$ cat src/rtl/lav_pkg.sv
`default_nettype none
// ============================================================================
//  Module   : lav_pkg
//  Purpose  : Shared types and constants for the lavatory lock conditioner.
//  Revision : 1.0  initial release
// ============================================================================
package lav_pkg;

    // Per-door debounce states; LOCKED and UNLOCK_PEND both report "locked".
    typedef enum logic [1:0] {
        UNLOCKED    = 2'd0,
        LOCK_PEND   = 2'd1,
        LOCKED      = 2'd2,
        UNLOCK_PEND = 2'd3
    } lock_state_t;

    localparam int NDOORS_DEF = 3;
    localparam int WOMEN_DOOR = 0;

    // A door is reported locked while stably locked or while an unlock is
    // still being confirmed.
    function automatic logic is_locked_state(input lock_state_t s);
        return (s == LOCKED) || (s == UNLOCK_PEND);
    endfunction

endpackage : lav_pkg
`default_nettype wire

$ cat src/rtl/lav_door_debounce.sv
`default_nettype none
// ============================================================================
//  Module   : lav_door_debounce
//  Purpose  : One door: 2-flop synchroniser, debounce FSM with counter,
//             registered lock level, lock/unlock event pulses and a
//             saturating occupancy timer.
//  Revision : 1.0  initial release
// ============================================================================
module lav_door_debounce
    import lav_pkg::*;
#(
    parameter int DEB_CYCLES = 4,
    parameter int OCC_BITS   = 8
) (
    input  logic                clk_2,
    input  logic                rst_n,
    input  logic                i_door_raw,
    output logic                o_door_locked,
    output logic                o_lock_pulse,
    output logic                o_unlock_pulse,
    output logic [OCC_BITS-1:0] o_occ_time
);

    localparam int                CNT_W    = $clog2(DEB_CYCLES);
    localparam logic [CNT_W-1:0]  CNT_ONE  = CNT_W'(1);
    localparam logic [CNT_W-1:0]  CNT_TERM = CNT_W'(DEB_CYCLES - 1);
    localparam logic [OCC_BITS-1:0] OCC_MAX = {OCC_BITS{1'b1}};

    // Synchroniser stages
    logic r_s1;
    logic r_s2;

    // FSM, counter and registered outputs
    lock_state_t         r_state;
    logic [CNT_W-1:0]    r_cnt;
    logic                r_locked;
    logic                r_lock_pulse;
    logic                r_unlock_pulse;
    logic [OCC_BITS-1:0] r_occ;

    // Next-state / next-output values
    lock_state_t         w_state_nxt;
    logic [CNT_W-1:0]    w_cnt_nxt;
    logic                w_locked_nxt;
    logic                w_lock_pulse_nxt;
    logic                w_unlock_pulse_nxt;
    logic [OCC_BITS-1:0] w_occ_nxt;

    // Two-flop synchroniser bringing the raw sensor into clk_2.
    always_ff @(posedge clk_2 or negedge rst_n) begin
        if (!rst_n) begin
            r_s1 <= 1'b0;
            r_s2 <= 1'b0;
        end else begin
            r_s1 <= i_door_raw;
            r_s2 <= r_s1;
        end
    end

    // State register; outputs are registered from their next values so they
    // change on the same edge as the state and never glitch.
    always_ff @(posedge clk_2 or negedge rst_n) begin
        if (!rst_n) begin
            r_state        <= UNLOCKED;
            r_cnt          <= '0;
            r_locked       <= 1'b0;
            r_lock_pulse   <= 1'b0;
            r_unlock_pulse <= 1'b0;
            r_occ          <= '0;
        end else begin
            r_state        <= w_state_nxt;
            r_cnt          <= w_cnt_nxt;
            r_locked       <= w_locked_nxt;
            r_lock_pulse   <= w_lock_pulse_nxt;
            r_unlock_pulse <= w_unlock_pulse_nxt;
            r_occ          <= w_occ_nxt;
        end
    end

    // Next-state logic: a change is accepted only after DEB_CYCLES equal
    // synchronised samples; any contrary sample aborts the pending state.
    always_comb begin
        w_state_nxt = r_state;
        w_cnt_nxt   = r_cnt;
        case (r_state)
            UNLOCKED: begin
                if (r_s2) begin
                    w_state_nxt = LOCK_PEND;
                    w_cnt_nxt   = CNT_ONE;
                end
            end
            LOCK_PEND: begin
                if (!r_s2) begin
                    w_state_nxt = UNLOCKED;
                    w_cnt_nxt   = '0;
                end else if (r_cnt == CNT_TERM) begin
                    w_state_nxt = LOCKED;
                    w_cnt_nxt   = '0;
                end else begin
                    w_cnt_nxt   = r_cnt + CNT_ONE;
                end
            end
            LOCKED: begin
                if (!r_s2) begin
                    w_state_nxt = UNLOCK_PEND;
                    w_cnt_nxt   = CNT_ONE;
                end
            end
            UNLOCK_PEND: begin
                if (r_s2) begin
                    w_state_nxt = LOCKED;
                    w_cnt_nxt   = '0;
                end else if (r_cnt == CNT_TERM) begin
                    w_state_nxt = UNLOCKED;
                    w_cnt_nxt   = '0;
                end else begin
                    w_cnt_nxt   = r_cnt + CNT_ONE;
                end
            end
            default: begin
                w_state_nxt = UNLOCKED;
                w_cnt_nxt   = '0;
            end
        endcase
    end

    // Output logic: lock level, completed-transition pulses (aborted pending
    // states produce none) and the occupancy timer, cleared on the lock pulse
    // and advanced while the door reads locked.
    always_comb begin
        w_locked_nxt       = is_locked_state(w_state_nxt);
        w_lock_pulse_nxt   = (r_state == LOCK_PEND)   && (w_state_nxt == LOCKED);
        w_unlock_pulse_nxt = (r_state == UNLOCK_PEND) && (w_state_nxt == UNLOCKED);
        w_occ_nxt          = r_occ;
        if (w_lock_pulse_nxt) begin
            w_occ_nxt = '0;
        end else if (r_locked && (r_occ != OCC_MAX)) begin
            w_occ_nxt = r_occ + 1'b1;
        end
    end

    assign o_door_locked  = r_locked;
    assign o_lock_pulse   = r_lock_pulse;
    assign o_unlock_pulse = r_unlock_pulse;
    assign o_occ_time     = r_occ;

endmodule : lav_door_debounce
`default_nettype wire

$ cat src/rtl/lavatory_lock_conditioner.sv
`default_nettype none
// ============================================================================
//  Module   : lavatory_lock_conditioner
//  Purpose  : Conditions NDOORS raw lavatory lock sensors into debounced lock
//             levels, lock/unlock event pulses and occupancy timers. Doors are
//             processed independently and in parallel.
//  Revision : 1.0  initial release
// ============================================================================
module lavatory_lock_conditioner
    import lav_pkg::*;
#(
    parameter int NDOORS     = NDOORS_DEF,
    parameter int DEB_CYCLES = 4,
    parameter int OCC_BITS   = 8
) (
    input  logic                         clk_2,
    input  logic                         rst_n,
    input  logic [NDOORS-1:0]            door_raw,
    output logic [NDOORS-1:0]            door_locked,
    output logic [NDOORS-1:0]            lock_pulse,
    output logic [NDOORS-1:0]            unlock_pulse,
    output logic [NDOORS*OCC_BITS-1:0]   occ_time
);

    // One independent conditioner per door; no cross-door priority exists.
    generate
        for (genvar gi = 0; gi < NDOORS; gi++) begin : g_door
            lav_door_debounce #(
                .DEB_CYCLES (DEB_CYCLES),
                .OCC_BITS   (OCC_BITS)
            ) u_door (
                .clk_2          (clk_2),
                .rst_n          (rst_n),
                .i_door_raw     (door_raw[gi]),
                .o_door_locked  (door_locked[gi]),
                .o_lock_pulse   (lock_pulse[gi]),
                .o_unlock_pulse (unlock_pulse[gi]),
                .o_occ_time     (occ_time[gi*OCC_BITS +: OCC_BITS])
            );
        end
    endgenerate

endmodule : lavatory_lock_conditioner
`default_nettype wire
$ cat config.mk
export PLATFORM = sky130hd
export DESIGN_NAME = lavatory_lock_conditioner
export DESIGN_NICKNAME = d
export VERILOG_FILES = /design/src/rtl/lav_pkg.sv /design/src/rtl/lav_door_debounce.sv /design/src/rtl/lavatory_lock_conditioner.sv
export SDC_FILE = /design/constraint.sdc
export NUM_CORES = 1
export LEC_CHECK = 0
export CAP_MARGIN = 20
export CORE_ASPECT_RATIO = 1.75
export CORE_MARGIN = 5
export CORE_UTILIZATION = 37
export CTS_CLUSTER_DIAMETER = 150
export CTS_CLUSTER_SIZE = 24
export DETAILED_ROUTE_END_ITERATION = 7
export PLACE_DENSITY_LB_ADDON = 0.08
export SYNTH_ARGS = -nofsm -noshare
export SYNTH_HDL_FRONTEND = slang
export SYNTH_SLANG_ARGS = --single-unit
$ cat constraint.sdc
create_clock -name clk_2 -period 3.8 [get_ports clk_2]
set_input_delay 0.57 -clock clk_2 [delete_from_list [all_inputs] [get_ports clk_2]]
set_output_delay 0.57 -clock clk_2 [all_outputs]
set_load 0.02 [all_outputs]
**Yosys cells after proc, flatten, opt, wreduce, memory -nomap -nowiden**

Cells that the tools add are included.

- $add $sub $neg: 6
- Equality and inequality tests: 27
- Multiplexer cells: 45
- Reduce and logical (&&, ||, !) cells: 24

Operators with widths:

| cell | number |
|---|---|
| 2-bit 2-to-1 mux | 33 |
| 8-bit 2-to-1 mux | 6 |
| 2-bit one-hot mux with 4 select lines | 6 |
| 2-bit == test, second input constant | 15 |
| 8-bit by 1-bit adder with 8-bit output, second input constant | 3 |
| 8-bit != test, second input constant | 3 |
| 2-bit zero test | 6 |
| 1-bit logical AND | 9 |
| 2-bit by 1-bit adder with 2-bit output, second input constant | 3 |
| 2-bit by 1-bit == test with 1-bit output, second input constant | 3 |
| 2-bit by 1-bit != test with 1-bit output, second input constant | 3 |
| 2-bit != test, second input constant | 3 |
| 2-bit AND reduction | 3 |
| 2-bit nonzero test | 3 |
| 1-bit logical OR | 3 |

- Register bits: 51
- Input port bits: 5
- Output and inout port bits: 33
- Word-level logic and storage cells: 126

**Depth between registers and ports, before layout**

- Depth in word-level cells: 7
- Depth in mapped cells: 5
- Mapped depth without buffers: 5

**Modules after synthesis**

Synthesis repeated with hierarchy kept, for this count alone.

- Cells, all modules: 192
- Area, all modules: 2188.3 um^2

Modules (own cells, without submodules):

| module | instances | cells an instance | area each (um^2) | sequential area each (um^2) |
|---|---|---|---|---|
| lav_door_debounce | 3 | 64 | 729.4 | 400.4 |

**Least setup slack after synthesis**

Ideal clock, no wire load.

- Path kind: register -> register
- Start point: reg g_door[1].u_door.r_occ[0]
- End point: reg g_door[1].u_door.r_occ[6]
- Library setup time: 0.136 ns
- Data arrival time: 1.438 ns
- Data required time: 3.664 ns
- Path slack: 2.226 ns
- Stages on the path, launching flop included: 6
- Path buffers: 0
- Clock period less this slack: 1.574 ns
- Cells stage by stage: dfrtp_1 > ha_1 > nand3_1 > or4b_1 > o21ai_0 > nor2_1

- Longest elaborated chain between the ends: 3

Ends and longest elaborated chain:

| item | line | text |
|---|---|---|
| from (decl) | lav_door_debounce.sv:39 | `logic [OCC_BITS-1:0] r_occ;` |
| from (signal assigned) | lav_door_debounce.sv:76 | `r_occ <= w_occ_nxt;` |
| 8-bit by 1-bit adder with 8-bit output / 8-bit != test (equally long branches) | lav_door_debounce.sv:138, lav_door_debounce.sv:137 |  |
| 8-bit 2-to-1 mux / 1-bit logical AND (equally long branches) | lav_door_debounce.sv:137 | `end else if (r_locked && (r_occ != OCC_MAX)) begin` |
| 8-bit 2-to-1 mux / 2-bit nonzero test (equally long branches) | - |  |

Several ways; a longest one is shown, not always the timed one. The select of a mux whose other input is x is not followed.
A chain may end at the register's enable or synchronous reset.

**Final worst setup path**

- Start point: reg g_door[0].u_door.r_occ[7]
- End point: out occ_time[7]

RTL lines:

| item | line | text |
|---|---|---|
| from (decl) | lav_door_debounce.sv:39 |  |
| from (signal assigned) | lav_door_debounce.sv:76 |  |
| to (decl) | lavatory_lock_conditioner.sv:22 | `output logic [NDOORS*OCC_BITS-1:0] occ_time` |

No word-level cell between the ends.

==> run metrics <==
Power per Cell Area=751 nW/um^2; root buffer cell=clkbuf_8; Worst Path Required=3.23 ns; worst hold path type=register to register; crit path DAT=1.44 ns; Layout Skew=0.00574 ns; # nets final=243; Worst Slack Setup Final=1.79 ns; Mapped Area=2310 sq um; Post-Route WL=4400 um; Gate power share=37.8%; number of max-cap violations=0; Synth top area share=55.3%; setup slack, reg-to-reg=2.18 ns; Initial Util=37.7%; part of the power in registers=44.4%; R2R cell count=5; DRT antenna net count=0; worst skew pair latency=0.30 ns; Gate Count Post-Synth=198; footprint of the multi-input gates=925 sq um; Area growth, synth to finish=21.5%; final core occ=45.7%; Synth Register Bits=51; crit path launch type=register; Inst Count DP=305; Slew @ Worst Pin=0.645 ns; largest net degree at the start of global routing=52; worst hold start=g_door[2].u_door.r_s1$_DFF_PN0_; PostCTS Resize Cnt=0; Sw Share=37.6%; hold depth=0; Die ar.=7980 sq um; Worst R2R End=g_door[2].u_door.o_occ_time[4]$_DFFE_PN0P_; 1st-iter DRT viols=45; Die Y=115 um; clk buf depth=2; most frequent cells in the layout=dfrtp_1, clkdlybuf4s50_1, nor2_1; YS warnings=0; delay-heaviest family, CP=buffers and inverters; CTS tree=built; WHS=0.356 ns; initial antenna violation count=0; max-slew headroom at the worst pin=57.0%; Tcrit/Tclk final=53.0%; row count=38; Final Max Slew Viols=0; CTS Buf Count=5; Min Clock Period, post-route=2.01 ns; most common cell after layout, fill and taps aside=dfrtp_1; synth top area cells=dfrtp_1, ha_1, a21oi_1; Port Buf Inserts=37; first-pass GRT wire length=7600 um; Peak VDD IR=0.346 mV; first drt pass iteration count=4; final setup TNS=0 ns; All-Layer GR Usage=11.6%; Max Clk Rate=496 MHz; hpwl dp=3150 um; outcome=finished, final reports clean; Worst path depth=1; CP Capture Type=output pin; fin cells=313; Routed WL per cell=14.1 um; Fin. Hold Viols=0; post-place setup slack=2.10 ns; # Post-CTS Setup Buffers=0; CP max stage delay=0.66 ns; routability cong.=0.829; H-Tree Level Count=2; RSZ-0062 raised after global routing=no; final instance area=2810 sq um; Lkg Pwr=1.21 nW; drc violations=0; Power Total=2.11 mW; hold_buf cts=0; net switching power=0.792 mW; worst-path maximum fanout=8; ant diodes=0; Int Pwr=1.31 mW; Crit-path slowest cell=clkdlybuf4s50_1; area leader, netlist=dfrtp_1; post-synth cell types=38; Clk pwr share=17.8%; register area=1280 sq um; clk sinks=51; core area=6130 sq um; final setup vio count=0; Mapped Nets=209; sequential-to-total area share from yosys stat=55.3%; total global routing overflow=0; Die X=69.7 um; mean post-synth cell area=11.7 sq um; layout cell share with drive strength beyond 1=9.87%; routed vias=1584; WP buf/inv=1; vias in the first global route=1638; Min-Delay Endpoint=g_door[2].u_door.r_s2$_DFF_PN0_; mean number of vias per cell=5.06; Top Ports=38; Worst R2R Start=g_door[2].u_door.r_cnt[0]$_DFFE_PN0P_; fill cell count=593; crit-path cells=clkdlybuf4s50_1; CP Class=register to output pin; post-place instance area=2690 sq um; Clock transition at path regs=0.09 ns
==> registers in the layout, summed over array words and instances (netlist names) <==
register,flops
g_door.u_door.o_door_locked,3
g_door.u_door.o_unlock_pulse,3
g_door.u_door.r_s2,3
g_door.u_door.o_lock_pulse,3
g_door.u_door.o_occ_time,24
g_door.u_door.r_s1,3
g_door.u_door.r_cnt,6
g_door.u_door.r_state,6
==> Yosys cell counts (all sizes together) <==
| cell | number |
|---|---|
| dfrtp | 51 |
| nor2 | 15 |
| a21oi | 14 |
| buf | 11 |
| nand3 | 11 |
| nand2 | 8 |
| nor3b | 8 |
| a31oi | 7 |
| and4 | 7 |
| mux2 | 7 |
| ha | 6 |
| o21bai | 6 |
| inv | 5 |
| nor3 | 5 |
| xor2 | 5 |
| nand4 | 4 |
| o21ai | 4 |
| a41o | 3 |
| mux2i | 3 |
| nand2b | 3 |
| xnor2 | 3 |
| and2 | 2 |
| o21a | 2 |
| a21boi | 1 |
| a311oi | 1 |
| and3 | 1 |
| and4b | 1 |
| nand4b | 1 |
| nor2b | 1 |
| o22ai | 1 |
| or4b | 1 |
==> kinds of logic after synthesis <==
kind of cell | after synthesis | share of synthesized area (%)
AOI/OAI and AO/OA | 39 | 10.7
xor gates and xnor gates | 8 | 3.03
adders and majority gates | 6 | 3.25
buffers and inverters | 16 | 4.71
DFF | 51 | 55.3
muxes | 10 | 4.88
and+or+nand+nor | 68 | 18.2
==> layer usage <==
| layer | global-route usage, % | vias up | wire length (um) |
|---|---|---|---|
| met2 | 22.0 | 29 | 2410 |
| met3 | 3.16 | 4 | 201 |
| met4 | 3.84 | 0 | 50 |
| met5 | 0 | - | 0 |
| met1 | 12.1 | 774 | 1740 |
| li1 | - | 777 | - |
==> how the worst max path moves through the flow <==
stage	start	endpoint	slack [ns]
6_report	g_door[0].u_door.o_occ_time[7]$_DFFE_PN0P_	occ_time[7]	1.79
4_1_cts	g_door[0].u_door.o_occ_time[2]$_DFFE_PN0P_	occ_time[2]	1.78
2_1_floorplan	g_door[1].u_door.o_occ_time[0]$_DFFE_PN0P_	g_door[1].u_door.o_occ_time[6]$_DFFE_PN0P_	2.23
3_5_place_dp	g_door[0].u_door.o_occ_time[7]$_DFFE_PN0P_	occ_time[7]	2.10
5_1_grt	g_door[0].u_door.o_occ_time[2]$_DFFE_PN0P_	occ_time[2]	1.73
3_3_place_gp	g_door[0].u_door.o_occ_time[7]$_DFFE_PN0P_	occ_time[7]	2.15
==> power by group through the flow <==
stage / registers, mW / clock network [mW] / logic, mW
2_1_floorplan: 1.00 / 0 / 0.420
3_3_place_gp: 0.930 / 0 / 0.787
3_5_place_dp: 0.945 / 0 / 0.810
4_1_cts: 0.937 / 0.390 / 0.816
5_1_grt: 0.971 / 0.409 / 0.875
6_report: 0.934 / 0.375 / 0.797
==> final cells by class <==
type                       instances  area share (%)
sequential                        51            45.5
multi-input combinational        131            33.0
timing repair buffer              38            13.3
tap                               80            3.57
clock buffer                       5            2.45
clock inverter                     3            1.56
inverter                           5           0.669
(Power assumes the default switching activity.)
